===== config.mk =====
export PLATFORM = sky130hd
export DESIGN_NAME = sdram_write_feeder
export DESIGN_NICKNAME = d
export VERILOG_FILES = /design/src/rtl/sdram_write_feeder.sv
export SDC_FILE = /design/constraint.sdc
export NUM_CORES = 1
export LEC_CHECK = 0
export CELL_PAD_IN_SITES_DETAIL_PLACEMENT = 1
export CELL_PAD_IN_SITES_GLOBAL_PLACEMENT = 2
export CORE_AREA = 4 4 311 160
export DETAILED_ROUTE_END_ITERATION = 16
export DIE_AREA = 0 0 315 164
export GPL_TIMING_DRIVEN = 0
export MAX_ROUTING_LAYER = met4
export PLACE_DENSITY = 0.76
export SYNTH_ARGS = -nofsm -noshare
export SYNTH_HDL_FRONTEND = slang
export SYNTH_SLANG_ARGS = --single-unit

===== constraint.sdc =====
create_clock -name clk -period 3.4 [get_ports clk]
set_input_delay 0.68 -clock clk [delete_from_list [all_inputs] [get_ports clk]]
set_output_delay 0.68 -clock clk [all_outputs]
set_load 0.03 [all_outputs]

===== src/rtl/sdram_write_feeder.sv =====
// Buffers an upstream word stream and issues fixed-length SDRAM write bursts over a rolling address window.
// req rises one cycle after a full burst is buffered; in_ready drops only when the staging FIFO is full.
module sdram_write_feeder #(
   parameter int DQ_WIDTH     = 16,
   parameter int ADDR_WIDTH   = 24,
   parameter int BURST_LEN    = 8,
   parameter int FIFO_DEPTH   = 32,
   parameter int BASE_ADDR    = 0,
   parameter int REGION_WORDS = 65536
) (
   input  logic                  clk,
   input  logic                  res,
   input  logic [DQ_WIDTH-1:0]   in_data,
   input  logic                  in_valid,
   output logic                  in_ready,
   input  logic                  restart,
   output logic                  req,
   output logic [ADDR_WIDTH-1:0] req_addr,
   output logic [8:0]            req_len,
   input  logic                  ack,
   output logic [DQ_WIDTH-1:0]   wr_data,
   input  logic                  wr_next,
   output logic                  burst_done,
   output logic                  underrun
);
   localparam int PW  = $clog2(FIFO_DEPTH);
   localparam int CW  = PW + 1;
   localparam int BW  = $clog2(BURST_LEN);
   localparam int AW1 = ADDR_WIDTH + 1;

   localparam logic [CW-1:0]         FULL_CNT  = CW'(FIFO_DEPTH);
   localparam logic [CW-1:0]         BURST_CNT = CW'(BURST_LEN);
   localparam logic [BW-1:0]         LAST_BEAT = BW'(BURST_LEN - 1);
   localparam logic [ADDR_WIDTH-1:0] BASE_A    = ADDR_WIDTH'(BASE_ADDR);
   localparam logic [AW1-1:0]        END_EXT   = AW1'(BASE_ADDR + REGION_WORDS);

   typedef enum logic [1:0] {S_IDLE, S_REQ, S_XFER} state_t;

   state_t                state_q, state_d;
   logic [PW-1:0]         rd_ptr_q, rd_ptr_d;
   logic [PW-1:0]         wr_ptr_q, wr_ptr_d;
   logic [CW-1:0]         count_q, count_d;
   logic [BW-1:0]         beat_q, beat_d;
   logic [ADDR_WIDTH-1:0] addr_q, addr_d;
   logic                  done_q, done_d;
   logic                  underrun_q, underrun_d;
   logic                  pending_q, pending_d;
   logic [DQ_WIDTH-1:0]   mem_q [FIFO_DEPTH];

   logic                  push, pop, flush;
   logic [AW1-1:0]        addr_sum;
   logic [ADDR_WIDTH-1:0] addr_adv;

   always_comb begin
      state_d    = state_q;
      rd_ptr_d   = rd_ptr_q;
      wr_ptr_d   = wr_ptr_q;
      count_d    = count_q;
      beat_d     = beat_q;
      addr_d     = addr_q;
      done_d     = 1'b0;
      underrun_d = underrun_q;
      pending_d  = pending_q;
      pop        = 1'b0;
      flush      = 1'b0;
      in_ready   = (count_q != FULL_CNT);

      addr_sum = {1'b0, addr_q} + AW1'(BURST_LEN);
      addr_adv = (addr_sum == END_EXT) ? BASE_A : addr_sum[ADDR_WIDTH-1:0];

      // A stray wr_next is flagged but never moves the FIFO or the FSM.
      if (wr_next) begin
         if (state_q == S_XFER && count_q != '0) begin
            pop = 1'b1;
         end else begin
            underrun_d = 1'b1;
         end
      end

      case (state_q)
         S_IDLE: begin
            if (restart || pending_q) begin
               flush     = 1'b1;
               pending_d = 1'b0;
               addr_d    = BASE_A;
            end else if (count_q >= BURST_CNT) begin
               state_d = S_REQ;
            end
         end
         S_REQ: begin
            if (restart) pending_d = 1'b1;
            if (ack)     state_d   = S_XFER;
         end
         S_XFER: begin
            if (restart) pending_d = 1'b1;
            if (pop) begin
               beat_d = beat_q + BW'(1);
               if (beat_q == LAST_BEAT) begin
                  beat_d  = '0;
                  state_d = S_IDLE;
                  done_d  = 1'b1;
                  addr_d  = addr_adv;
               end
            end
         end
         default: state_d = S_IDLE;
      endcase

      push = in_valid && in_ready && !flush;

      if (flush) begin
         rd_ptr_d = '0;
         wr_ptr_d = '0;
         count_d  = '0;
      end else begin
         if (push) wr_ptr_d = wr_ptr_q + PW'(1);
         if (pop)  rd_ptr_d = rd_ptr_q + PW'(1);
         case ({push, pop})
            2'b10:   count_d = count_q + CW'(1);
            2'b01:   count_d = count_q - CW'(1);
            default: count_d = count_q;
         endcase
      end
   end

   always_ff @(posedge clk) begin
      if (res) begin
         state_q    <= S_IDLE;
         rd_ptr_q   <= '0;
         wr_ptr_q   <= '0;
         count_q    <= '0;
         beat_q     <= '0;
         addr_q     <= BASE_A;
         done_q     <= 1'b0;
         underrun_q <= 1'b0;
         pending_q  <= 1'b0;
      end else begin
         state_q    <= state_d;
         rd_ptr_q   <= rd_ptr_d;
         wr_ptr_q   <= wr_ptr_d;
         count_q    <= count_d;
         beat_q     <= beat_d;
         addr_q     <= addr_d;
         done_q     <= done_d;
         underrun_q <= underrun_d;
         pending_q  <= pending_d;
      end
   end

   // Storage needs no reset: occupancy is tracked solely by the pointers and count.
   always_ff @(posedge clk) begin
      if (push) mem_q[wr_ptr_q] <= in_data;
   end

   assign req        = (state_q == S_REQ);
   assign req_addr   = addr_q;
   assign req_len    = 9'(BURST_LEN);
   assign wr_data    = mem_q[rd_ptr_q];
   assign burst_done = done_q;
   assign underrun   = underrun_q;
endmodule


After elaboration in Yosys (flattened, before gate mapping)
Memories as Yosys holds them, arrays and structs flattened. A register that Yosys moved wholly into a read port is not among the register bits.
Index checks and enable logic that the tools add are counted.
Operators by class
  add/subtract/negate cells: 6
  bitwise gates (word level): 3
  equal/unequal tests: 14
  reductions and logical operators: 18
  multiplexer cells: 25
  $lt $le $gt $ge: 1
Operators with widths (count)
  2-to-1 mux 24 bit: 4
  case mux 24 bit (2 select lines): 1
  adder 24 x 4 -> 25 bit, second input constant: 1
  == test 25 x 17 -> 1 bit, second input constant: 1
  case mux 6 bit (2 select lines): 1
  adder 5 x 1 -> 5 bit, second input constant: 2
  2-to-1 mux 2 bit: 5
  2-to-1 mux 5 bit: 2
  2-to-1 mux 1 bit: 9
  inequality test 2 bit, second input constant: 4
  adder 6 x 1 -> 6 bit, second input constant: 1
  >= comparator 6 x 4 -> 1 bit, second input constant: 1
  inequality test 2 x 1 -> 1 bit, second input constant: 3
  inequality test 6 bit, second input constant: 1
  case mux 2 bit (3 select lines): 1
  nonzero test 2 bit: 3
  nonzero test 6 bit: 1
  subtractor 6 x 1 -> 6 bit, second input constant: 1
  AND reduction 5 bit: 1
  == test 2 x 1 -> 1 bit, second input constant: 2
  == test 2 bit, second input constant: 2
  AND reduction 2 bit: 2
  AND reduction 4 bit: 1
  OR reduction 2 bit: 2
  other kinds (11): 15
Word-level totals
  input port bits: 22
  memories: 1
  flip-flop bits (word level): 48
  output and inout port bits: 53
  logic and storage cells: 77
  memory bits (writable): 512
Memories
  mem_q: depth 32, width 16, rd ports 1, clocked after memory_dff 1, write ports 1, line 48  | logic [DQ_WIDTH-1:0] mem_q [FIFO_DEPTH];

Longest topological paths before layout
  depth in word-level cells: 7
  gate-level depth with buffers: 16
  mapped depth without buffers: 15

Worst setup path before layout
Ideal clock, no wire load.
  path kind: flip-flop to flip-flop
  start: reg count_q[0]
  end: reg count_q[5]
  required time: 3276 ps
  cell stages (with the launch flop): 14
  clock period less this slack: 3231 ps
  setup time: 124 ps
  arrival time: 3107 ps
  slack: 169 ps
  path buffers: 1
  cells stage by stage: dfxtp_1 -> nor4_1 -> nand3b_1 -> and3b_1 -> clkbuf_1 -> inv_1 -> ha_1 -> ha_1 -> a21o_1 -> a21o_1 -> a21o_1 -> a311oi_1 -> xor2_1 -> nor2_1
Between the ends
  elaborated cells between the ends (all ways): 13
  classes of those cells: add/sub (2); eq/ne (3); mux (3); reduce/logical (5)
RTL lines
  from (decl): line 42  | logic [CW-1:0] count_q, count_d;
  from (signal assigned): line 141  | count_q <= count_d;
  inequality test 6 bit *: line 66  | in_ready = (count_q != FULL_CNT);
  named net in_ready: line 15  | output logic in_ready,
  logical AND 1 bit * (2 in a row): line 109  | push = in_valid && in_ready && !flush;
  == test 2 x 1 -> 1 bit or == test 2 bit (tied branches): line 118  | case ({push, pop})
  case mux 6 bit (2 select lines) or nonzero test 2 bit (tied branches)
The timed path passes the listed nets; every way through them passes the cells marked *.
A chain may end at the register's enable or synchronous reset.

==> impl_results.md <==
- Result of the run: complete, but fails checks
- Failing checks: negative setup slack
- Worst hold path depth: 2
- Total global routing overflow: 0
- Count of placed standard cells including taps: 1878
- Area of the core: 46700 sq um
- Worst hold endpoint: underrun
- Number of slew-limit violations in the final report: 0
- Starting density of the core: 0.479
- Clock skew after layout: 24.4 ps
- Tightest Pin Transition: 1250 ps
- Total Power: 13700 uW
- Number of endpoints failing setup at the final stage: 16
- Top flip-flop cell by instance count after synthesis: sky130_fd_sc_hd__edfxtp_1
- Int Pwr: 10900 uW
- Antenna violations before repair: 0
- CTS Sinks: 562
- R2R Setup Slk: 280 ps
- Number of warnings reported in the yosys synthesis log: 0
- Post-CTS clock slew at the launch and capture registers of the worst setup and hold paths: 60 ps
- Deepest clock path buffer count: 3
- Worst Path Class, Setup: reg2out
- Number of max-cap violations: 0
- Count of placed standard cells in the final layout, fillers left out: 1986
- Type of the worst min-delay path: reg2reg
- Worst hold start: underrun
- Gate count of the mapped netlist: 1137
- Fin worst setup slack: -245 ps
- Maximum frequency from static timing analysis: 0.274 GHz
- Die boundary height: 164 um
- Critical path peak fanout: 7
- Fraction of power spent switching nets: 0.199
- Avg Vias per Cell: 5.96
- DIE WIDTH: 315 um
- GPL Wtd Cong: 0.777
- Utilization of the core after routing: 0.577
- Unrepaired setup endpoints after global routing: yes
- Synthesis-to-layout area growth: 20.4%
- Maximum number of pins on one net before global-route repair: 33
- Required time of the worst setup path: 2720 ps
- Minimum period implied by the final worst setup slack: 3650 ps
- Leakage power of the design: 0.00844 uW
- Logic gate share of total power: 0.020
- Post-route cell area: 26900 sq um
- Reg-to-reg critical path endpoint: count_q[5]
- Switching power summed over all nets: 2720 uW
- Root Driver: sky130_fd_sc_hd__clkbuf_16
- Sequential power share: 0.552
- Async SR Flop Fraction: 0
- Worst slew slack as a fraction of its limit: 0.167
- Overall die area: 51700 sq um
- Number of clock buffers inserted by TritonCTS: 49
- Initial drt markers: 1298
- Final routed wirelength across all metal layers: 56800 um
- Share of post-route cells with drive strength above 1: 0.301
- Worst voltage drop across the vdd grid: 0.306 mV
- Mapped Area: 22400 sq um
- Post-synthesis sequential area ratio: 0.732
- Post-synthesis cell type count: 49
- Average cell area after synthesis: 19.7 sq um
- Sort of element at the start of the critical path: flop
- Post-detailed-route wirelength per cell: 28.6 um
- Residual DRC count: 0
- Maximum level of the CTS H-tree: 2
- First-pass GRT wire length: 84400 um
- 1st-pass router iterations: 5
- Routed via count: 11830
- Clock tree from TritonCTS: done
- Global Route Usage Sum: 0.232
- Power per cell area: 507 nW/um^2
- Critical path arrival: 2970 ps
- Post-Route Hold Slack: 475 ps
- Number of enable flip-flop cells after synthesis: 512
- Number of primary I/O pins: 75
- Total of flip-flops plus latches after synthesis: 562
- Vias in the first global route: 12460
- Launch point of the worst reg-to-reg path: count_q[1]
- Number of rows in the core area: 56
- Worst-case reg-to-reg path depth: 12
- Share of power burned in the clock network: 0.427
- Number of endpoints with negative hold slack in the final report: 0
- Final nets: 1352
- Number of input and output port buffers inserted: 62
- Antenna cell count: 0
- Placed Area: 24500 sq um
- Post-route clock period utilization: 1.07
- CP endpoint kind: output pin
- Antenna Violating Nets Remaining: 0
- Dpl hpwl: 36700 um
- Clock latency on the worst-skew pair: 590 ps
per-layer routing:
metal	track usage	wire, um	vias to the layer above
met5	-	0	-
met4	0.0436	916	0
met3	0.0387	4760	63
met2	0.365	27000	533
met1	0.327	24200	6272
li1	-	-	4962
area by class of cell:
class | instances | area [sq um]
buffer | 68 | 683
timing repair buffer | 115 | 1570
inverter | 14 | 53.8
fill | 4072 | 19800
multi-input combinational | 502 | 5810
clock inverter | 29 | 379
tap | 638 | 798
sequential | 562 | 16400
clock buffer | 58 | 1280
cells by family after synthesis:
kind of cell / after synthesis / share of synthesized area
flops: 562 / 0.732
simple gates: 200 / 0.0424
mux: 182 / 0.172
buf+inv: 83 / 0.0172
compound gates: 74 / 0.0197
fa+ha+maj: 18 / 0.0104
xor+xnor: 16 / 0.00626
other cells: 2 / 0.000336
critical path, cell delays in order (launching register included):
cell and delay [ps]:
sky130_fd_sc_hd__dfxtp_4 390, sky130_fd_sc_hd__buf_6 110, sky130_fd_sc_hd__buf_12 150, sky130_fd_sc_hd__buf_12 150
sky130_fd_sc_hd__buf_12 130, sky130_fd_sc_hd__mux4_2 510, sky130_fd_sc_hd__mux4_2 480, sky130_fd_sc_hd__mux2_4 310
sky130_fd_sc_hd__buf_6 140
power by group through the flow:
| stage | combinational, uW | clock (uW) | sequential, uW |
|---|---|---|---|
| after floorplan | 101 | 0 | 7700 |
| after global placement | 251 | 0 | 7700 |
| after detailed placement | 273 | 0 | 7700 |
| after CTS | 279 | 5940 | 7550 |
| after global routing | 300 | 6280 | 7550 |
| final | 278 | 5840 | 7550 |
state kept, by name, indices dropped and copies added, names as in the netlist, named ones only:
signal / flops
mem_q: 512
req_addr: 21
count_q: 6
rd_ptr_q: 5
wr_ptr_q: 5
beat_q: 3
state_q: 2
burst_done: 1
pending_q: 1
underrun: 1
cell usage in the layout, fill, tap and decap left out, types with 7 or more instances in the layout:
cell type	count
sky130_fd_sc_hd__clkbuf_8	8
sky130_fd_sc_hd__xor2_1	9
sky130_fd_sc_hd__buf_16	11
sky130_fd_sc_hd__edfxtp_1	512
sky130_fd_sc_hd__buf_8	25
sky130_fd_sc_hd__mux4_2	160
sky130_fd_sc_hd__nor3_1	8
sky130_fd_sc_hd__nor2_2	31
sky130_fd_sc_hd__a21oi_1	33
sky130_fd_sc_hd__xnor2_1	7
sky130_fd_sc_hd__clkinv_1	8
sky130_fd_sc_hd__clkbuf_16	54
sky130_fd_sc_hd__bufinv_16	8
sky130_fd_sc_hd__a21o_1	8
sky130_fd_sc_hd__ha_1	16
sky130_fd_sc_hd__conb_1	12
sky130_fd_sc_hd__buf_12	20
sky130_fd_sc_hd__clkbuf_1	29
sky130_fd_sc_hd__buf_6	19
sky130_fd_sc_hd__dfxtp_1	49
sky130_fd_sc_hd__clkdlybuf4s50_1	46
sky130_fd_sc_hd__nand3_1	17
sky130_fd_sc_hd__mux2_4	13
sky130_fd_sc_hd__nor2_1	45
sky130_fd_sc_hd__nand4_1	7
sky130_fd_sc_hd__inv_1	13
sky130_fd_sc_hd__o21ai_0	14
sky130_fd_sc_hd__buf_4	24
sky130_fd_sc_hd__nand2_1	44
stage by stage:
stage          TNS, ps  worst slack, ps
5_1_grt          -4480             -326
6_report         -3280             -245
2_1_floorplan        0              169
4_1_cts          -3990             -299
3_5_place_dp    -20660            -1050
3_3_place_gp   -299300             -977
synth_stat cells (2+ instances only):
library cell               number  area share
sky130_fd_sc_hd__edfxtp_1     512        0.69
sky130_fd_sc_hd__mux4_2       160        0.16
sky130_fd_sc_hd__nor2_1        76       0.013
sky130_fd_sc_hd__dfxtp_1       50       0.045
sky130_fd_sc_hd__nand2_1       44      0.0074
sky130_fd_sc_hd__a21oi_1       33      0.0074
sky130_fd_sc_hd__clkbuf_1      32      0.0054
sky130_fd_sc_hd__ha_1          17      0.0095
sky130_fd_sc_hd__nand3_1       17      0.0038
sky130_fd_sc_hd__mux2_2        16      0.0081
sky130_fd_sc_hd__buf_4         15      0.0050
sky130_fd_sc_hd__buf_2         14      0.0031
sky130_fd_sc_hd__o21ai_0       14      0.0031
sky130_fd_sc_hd__inv_1         13      0.0022
sky130_fd_sc_hd__xor2_1         9      0.0035
sky130_fd_sc_hd__a21o_1         8      0.0027
sky130_fd_sc_hd__buf_1          8      0.0013
sky130_fd_sc_hd__nor3_1         8      0.0018
sky130_fd_sc_hd__nand4_1        7      0.0020
sky130_fd_sc_hd__nor4_1         7      0.0020
sky130_fd_sc_hd__xnor2_1        7      0.0027
sky130_fd_sc_hd__mux2i_1        6      0.0027
sky130_fd_sc_hd__nand3b_1       6      0.0020
sky130_fd_sc_hd__or3_1          6      0.0017
sky130_fd_sc_hd__a31oi_1        5      0.0014
sky130_fd_sc_hd__and3_1         5      0.0014
sky130_fd_sc_hd__nor2b_1        5      0.0014
sky130_fd_sc_hd__a311oi_1       4      0.0016
sky130_fd_sc_hd__or2_2          4      0.0011
sky130_fd_sc_hd__a211oi_1       3      0.0010
sky130_fd_sc_hd__nand2b_1       3     0.00084
sky130_fd_sc_hd__and4_1         2     0.00078
sky130_fd_sc_hd__conb_1         2     0.00034
sky130_fd_sc_hd__nor3b_1        2     0.00067
sky130_fd_sc_hd__o31ai_1        2     0.00067
sky130_fd_sc_hd__or3b_2         2     0.00078
repair_timing:
action,4_1_cts,5_1_grt
cloned,4,4
endpoints found under the setup margin,17,33
hold buffers,0,0
pin swaps,0,2
setup buffers,9,7
hold endpoints to repair,0,0
gates resized for setup,243,9
worst max path at each step:
stage | endpoint | cells past startpoint | slack (ps) | from
global route | wr_data[13] | 8 | -330 | flop
floorplan | count_q[5] | 13 | 170 | count_q[0]
detailed placement | wr_data[15] | 6 | -1050 | flop
CTS | wr_data[4] | 7 | -300 | flop
finish | wr_data[13] | 8 | -250 | flop
global placement | wr_data[15] | 6 | -980 | flop
Note: power is estimated with default switching activity, not from simulation.
